`src/rtl/gamepad_poller.sv`:
```
// Serial gamepad reader: drives latch/pulse to NUM_PADS pads in parallel (NES/SNES style)
// and presents a registered snapshot of every pad's buttons with a one-cycle valid strobe.
module gamepad_poller #(
    parameter int NUM_PADS        = 1,
    parameter int NUM_BITS        = 8,
    parameter int HALF_PERIOD     = 100,
    parameter int POLL_INTERVAL   = 550000,
    parameter int ACTIVE_LOW_DATA = 1
) (
    input  logic                         clock,
    input  logic                         reset,
    input  logic                         poll_now,
    input  logic [NUM_PADS-1:0]          data,
    output logic                         latch,
    output logic                         pulse,
    output logic [NUM_PADS*NUM_BITS-1:0] buttons,
    output logic                         valid,
    output logic                         busy
);

    localparam int POLL_LEN = 2 * HALF_PERIOD * NUM_BITS + 1;
    localparam int CNT_MAX  = (POLL_INTERVAL > POLL_LEN) ? POLL_INTERVAL : POLL_LEN;
    localparam int CNT_W    = $clog2(CNT_MAX + 1);
    localparam int PH_W     = $clog2(2 * HALF_PERIOD);
    localparam int BI_W     = $clog2(NUM_BITS);

    typedef enum logic [2:0] {
        IDLE,
        LATCH,
        PULSE_HI,
        PULSE_LO,
        DONE
    } state_t;

    state_t                      state_q, state_d;
    logic [CNT_W-1:0]            interval_q;
    logic [PH_W-1:0]             phase_q, phase_d;
    logic [BI_W-1:0]             bit_q, bit_d;
    logic                        pending_q;
    logic                        start, due, sample_en;
    logic [NUM_PADS-1:0]         data_p0, data_p1;
    logic [NUM_BITS-1:0]         shift_q [NUM_PADS];
    logic                        latch_q, pulse_q, busy_q, valid_q;
    logic [NUM_PADS*NUM_BITS-1:0] buttons_q;

    assign due     = (interval_q == CNT_W'(POLL_INTERVAL - 1));
    assign latch   = latch_q;
    assign pulse   = pulse_q;
    assign busy    = busy_q;
    assign valid   = valid_q;
    assign buttons = buttons_q;

    always_comb begin
        state_d   = state_q;
        phase_d   = phase_q + 1'b1;
        bit_d     = bit_q;
        start     = 1'b0;
        sample_en = 1'b0;
        case (state_q)
            IDLE: begin
                phase_d = '0;
                if (pending_q || due) begin
                    start   = 1'b1;
                    state_d = LATCH;
                end
            end
            LATCH: begin
                if (phase_q == PH_W'(2 * HALF_PERIOD - 1)) begin
                    sample_en = 1'b1;
                    state_d   = PULSE_HI;
                    phase_d   = '0;
                    bit_d     = BI_W'(1);
                end
            end
            PULSE_HI: begin
                if (phase_q == PH_W'(HALF_PERIOD - 1)) begin
                    sample_en = 1'b1;
                    state_d   = PULSE_LO;
                    phase_d   = '0;
                end
            end
            PULSE_LO: begin
                if (phase_q == PH_W'(HALF_PERIOD - 1)) begin
                    phase_d = '0;
                    if (bit_q == BI_W'(NUM_BITS - 1)) begin
                        state_d = DONE;
                    end else begin
                        bit_d   = bit_q + 1'b1;
                        state_d = PULSE_HI;
                    end
                end
            end
            DONE: begin
                // A request that arrived mid-poll chains straight into the next latch.
                phase_d = '0;
                if (pending_q || due) begin
                    start   = 1'b1;
                    state_d = LATCH;
                end else begin
                    state_d = IDLE;
                end
            end
            default: begin
                state_d = IDLE;
                phase_d = '0;
            end
        endcase
    end

    always_ff @(posedge clock or negedge reset) begin
        if (!reset) begin
            data_p0    <= '0;
            data_p1    <= '0;
            state_q    <= IDLE;
            phase_q    <= '0;
            bit_q      <= '0;
            interval_q <= '0;
            pending_q  <= 1'b0;
            latch_q    <= 1'b0;
            pulse_q    <= 1'b0;
            busy_q     <= 1'b0;
            valid_q    <= 1'b0;
            buttons_q  <= '0;
            for (int p = 0; p < NUM_PADS; p++) begin
                shift_q[p] <= '0;
            end
        end else begin
            // Two-flop synchroniser for the asynchronous pad data lines.
            data_p0    <= data;
            data_p1    <= data_p0;
            state_q    <= state_d;
            phase_q    <= phase_d;
            bit_q      <= bit_d;
            interval_q <= start ? '0 : interval_q + 1'b1;
            pending_q  <= start ? 1'b0 : (pending_q | poll_now | due);
            // Strobes are registered copies of the next state so the pad pins never glitch.
            latch_q    <= (state_d == LATCH);
            pulse_q    <= (state_d == PULSE_HI);
            busy_q     <= (state_d == LATCH) || (state_d == PULSE_HI) || (state_d == PULSE_LO);
            valid_q    <= (state_d == DONE);
            if (sample_en) begin
                for (int p = 0; p < NUM_PADS; p++) begin
                    shift_q[p] <= {data_p1[p], shift_q[p][NUM_BITS-1:1]};
                end
            end
            if (state_d == DONE) begin
                for (int p = 0; p < NUM_PADS; p++) begin
                    if (ACTIVE_LOW_DATA != 0) begin
                        buttons_q[p*NUM_BITS +: NUM_BITS] <= ~shift_q[p];
                    end else begin
                        buttons_q[p*NUM_BITS +: NUM_BITS] <= shift_q[p];
                    end
                end
            end
        end
    end

endmodule
```
`config.mk`:
```
export PLATFORM = sky130hd
export DESIGN_NAME = gamepad_poller
export DESIGN_NICKNAME = d
export VERILOG_FILES = /design/src/rtl/gamepad_poller.sv
export SDC_FILE = /design/constraint.sdc
export NUM_CORES = 1
export LEC_CHECK = 0
export BUFFER_PORTS_ARGS = -buffer_cell sky130_fd_sc_hd__buf_2
export CORE_MARGIN = 4
export CORE_UTILIZATION = 54
export CTS_CLUSTER_SIZE = 40
export DETAILED_ROUTE_END_ITERATION = 8
export PLACE_DENSITY_LB_ADDON = 0.05
export SLEW_MARGIN = 20
export SYNTH_ARGS = -nofsm -noshare
export SYNTH_HDL_FRONTEND = slang
export SYNTH_SLANG_ARGS = --single-unit
```
`constraint.sdc`:
```
create_clock -name clock -period 2.18 [get_ports clock]
set_clock_uncertainty 0.15 [all_clocks]
set_input_delay 0.218 -clock clock [delete_from_list [all_inputs] [get_ports clock]]
set_output_delay 0.218 -clock clock [all_outputs]
set_load 0.1 [all_outputs]
```
==> results.py <==
metrics = {
    "setup_path": {
        "crit_start": "interval_q[0]",
        "worst_r2r_path_depth": 5,
        "cp.required_ns": 2.28,
        "end_kind": "flip-flop",
        "cp_max_fo": 6,
        "crit_path_start_kind": "flip-flop",
        "r2r-start": "interval_q[0]",
        "critical_path_class": "reg -> reg",
        "cp.arrival_ns": 2.15,
    },
    "clocking": {
        "cts_sinks": 57,
        "htree_levels": 3,
        "cts.path.max_buffers": 2,
        "cts.clk_slew.worst_paths_ns": 0.06,
        "cts_inserted_buffers": 9,
        "cts_root_buffer": "clkbuf_8",
        "cts_tree": "done",
        "clock_latency_ns": 0.33,
    },
    "routing": {
        "drc_errors": 0,
        "firstDrtPassIters": 4,
        "wire_per_inst_um": 13.29,
        "final_antenna_net_count": 0,
        "viasPerCell": 5.208,
        "drtIter0Drc": 87,
        "totalWireLength_um": 4733,
        "vias": 1854,
    },
    "placed_design": {
        "hpwlAfterDp_um": 3370,
        "gp_congestion": 0.8335,
        "placed_area_sq_mm": 0.002846,
        "dpl_worst_slack_ns": 0.08703,
        "portBuffers": 15,
    },
    "die": {
        "rows": 25,
        "coreArea_sq_mm": 0.004723,
        "die_h_um": 77.71,
        "dieArea_sq_mm": 0.006038,
        "start_util": 0.5555,
        "die_w_um": 77.71,
        "ioPinCount": 16,
    },
    "final_layout": {
        "antenna_cells": 0,
        "layout.nets": 292,
        "fin_area_sq_mm": 0.003098,
        "area.growth.synth_to_final_pct": 18.07,
        "drive_gt1_frac": 0.2353,
        "nFillCells": 365,
        "layout_common_cells": "dfrtp_1, nor2_1, nand2_1",
        "layout_commonest_cell": "dfrtp_1",
    },
    "sta": {
        "slew_viol_final": 0,
        "hold_viol_final": 0,
        "layout_setup_ws_ns": 0.1343,
        "layout_min_cycle_time_ns": 2.046,
        "slew_headroom": 0.5870,
        "period_share": 0.9384,
        "fmax_mhz": 488.8,
        "tightestPinTransition_ns": 0.6109,
        "setup_viol": 0,
    },
    "power": {
        "ir_drop_uv": 662.3,
        "leakage_nw": 1.422,
        "p_per_area_mw_per_mm2": 858.5,
    },
    "status": {
        "outcome": "finished, final reports clean",
    },
    "synthesis": {
        "synth.avg_cell_area_sq_um": 10.50,
        "synth.top_cell.area_share": 0.5436,
        "synth_area_leader_cell": "dfrtp_1",
        "netlist_instances": 250,
        "ys_seq_area_frac": 0.5436,
        "synthFlopType": "dfrtp_1",
        "synth_fp_nets": 258,
        "ys_async_sr_fraction": 1.000,
        "synth_cell_types": 46,
        "ys_seq_elements": 57,
        "yosys_warnings": 0,
        "synth_edf_count": 0,
        "synth.area.top_cells": "dfrtp_1, xnor2_1, mux2_2, nor2_1, nand2_1",
        "synth.cell_area_sq_mm": 0.002624,
    },
    "hold_path": {
        "holdPathStages": 0,
        "hold_start": "data_p0",
        "min_path_type": "reg -> reg",
    },
    "global_routing": {
        "antenna_found_initial": 0,
        "grt_pass1_wl_um": 8687,
        "grt_use_total": 0.1849,
        "grt_max_degree": 22,
        "grt_pass1_vias": 1963,
        "overflow": 0,
    },
    "flow_run": {
        "maxCapViolations": 0,
    },
}
## registers in the layout, summed over array words and instances (netlist names)
register,cells
latch,1
valid,1
data_p0,1
bit_q,3
pulse,1
state_q,3
shift_q,8
phase_q,8
data_p1,1
interval_q,20
pending_q,1
buttons,8
busy,1
## layout make-up
type | instances | area (sq um) | area share
clock buffers | 12 | 155.1 | 0.05008
clock inverters | 4 | 27.53 | 0.008885
inverters | 13 | 48.80 | 0.01575
multi-input cells | 170 | 1134 | 0.3659
flip-flops and latches | 57 | 1428 | 0.4608
well taps | 67 | 83.83 | 0.02706
repair buffers | 33 | 221.5 | 0.07149
## synth_stat cells, types with 2 or more instances
cell type and instances:
nor4_1 5, a221oi_1 2, or4_1 2, nand4_1 3, nor4b_1 2, and2_1 2
dfrtp_1 57, nor3b_1 2, o21ai_0 15, inv_1 13, xor2_1 4, nand2_1 22
mux2i_1 2, buf_2 3, a21o_1 3, clkbuf_1 7, and3_1 2, nor2_1 25
xnor2_1 13, a21oi_1 7, ha_1 4, or3_1 6, nor3_1 9, or2_2 2
mux2_2 9, nand3_1 9
## power breakdown
part           switching, mW  internal [mW]  leakage [nW]  total [mW]
Clock                  0.407          0.472        0.0846       0.879
Combinational          0.238          0.203         0.584       0.441
Sequential             0.159           1.18         0.754        1.34
Total                  0.803           1.86          1.42        2.66
## what timing repair did
item,4_1_cts,5_1_grt
hold buffers,3,0
setup buffers,0,1
resized for setup,0,7
endpoints found under the hold margin,20,0
setup endpoints to repair,0,4
## worst max-delay path, stage by stage (launching register included)
cell     delay [ns]
dfrtp_1        0.42
ha_1           0.23
nand3_1        0.12
or4_4          0.57
or3_1          0.34
a21oi_1        0.16
## path summary, 6_finish.rpt
path                       slack [ns]        endpoint
setup / recovery                 0.13  interval_q[18]
hold / removal                   0.20         data_p1
setup reg to reg                 0.13  interval_q[18]
hold reg to reg                  0.20         data_p1
max in group asynchronous        1.02   interval_q[8]
min in group asynchronous        0.21      buttons[2]
## stage by stage
stage          power [mW]  std cells    TNS, ns  hold WS, ns    util
2_1_floorplan       1.643        250          0      -0.2276       -
6_report            2.660        356          0       0.2024  0.6559
3_5_place_dp        1.778        336          0      0.03872  0.6026
3_3_place_gp        1.770        336          0      0.03796  0.6026
5_1_grt             2.833        356  -0.001413       0.2205  0.6559
4_1_cts             2.679        355          0       0.2062  0.6477
## logic make-up after synthesis
kind of cell,count (synthesis),synth area share
flip-flops,57,0.5436
XOR/XNOR,17,0.05675
AO/OA/AOI/OAI,35,0.08536
adder cells (fa/ha/maj),4,0.01908
buffers and inverters,23,0.03434
multiplexers,11,0.04626
AND/OR/NAND/NOR,103,0.2146
## layer usage
metal | routed length (um) | global-route usage | vias up
met2 | 2193 | 0.2748 | 23
met4 | 178 | 0.1459 | 0
met1 | 2256 | 0.2378 | 875
met5 | 0 | 0 | -
met3 | 105 | 0.03132 | 18
li1 | - | - | 938
Note: power is estimated with default switching activity, not from simulation.
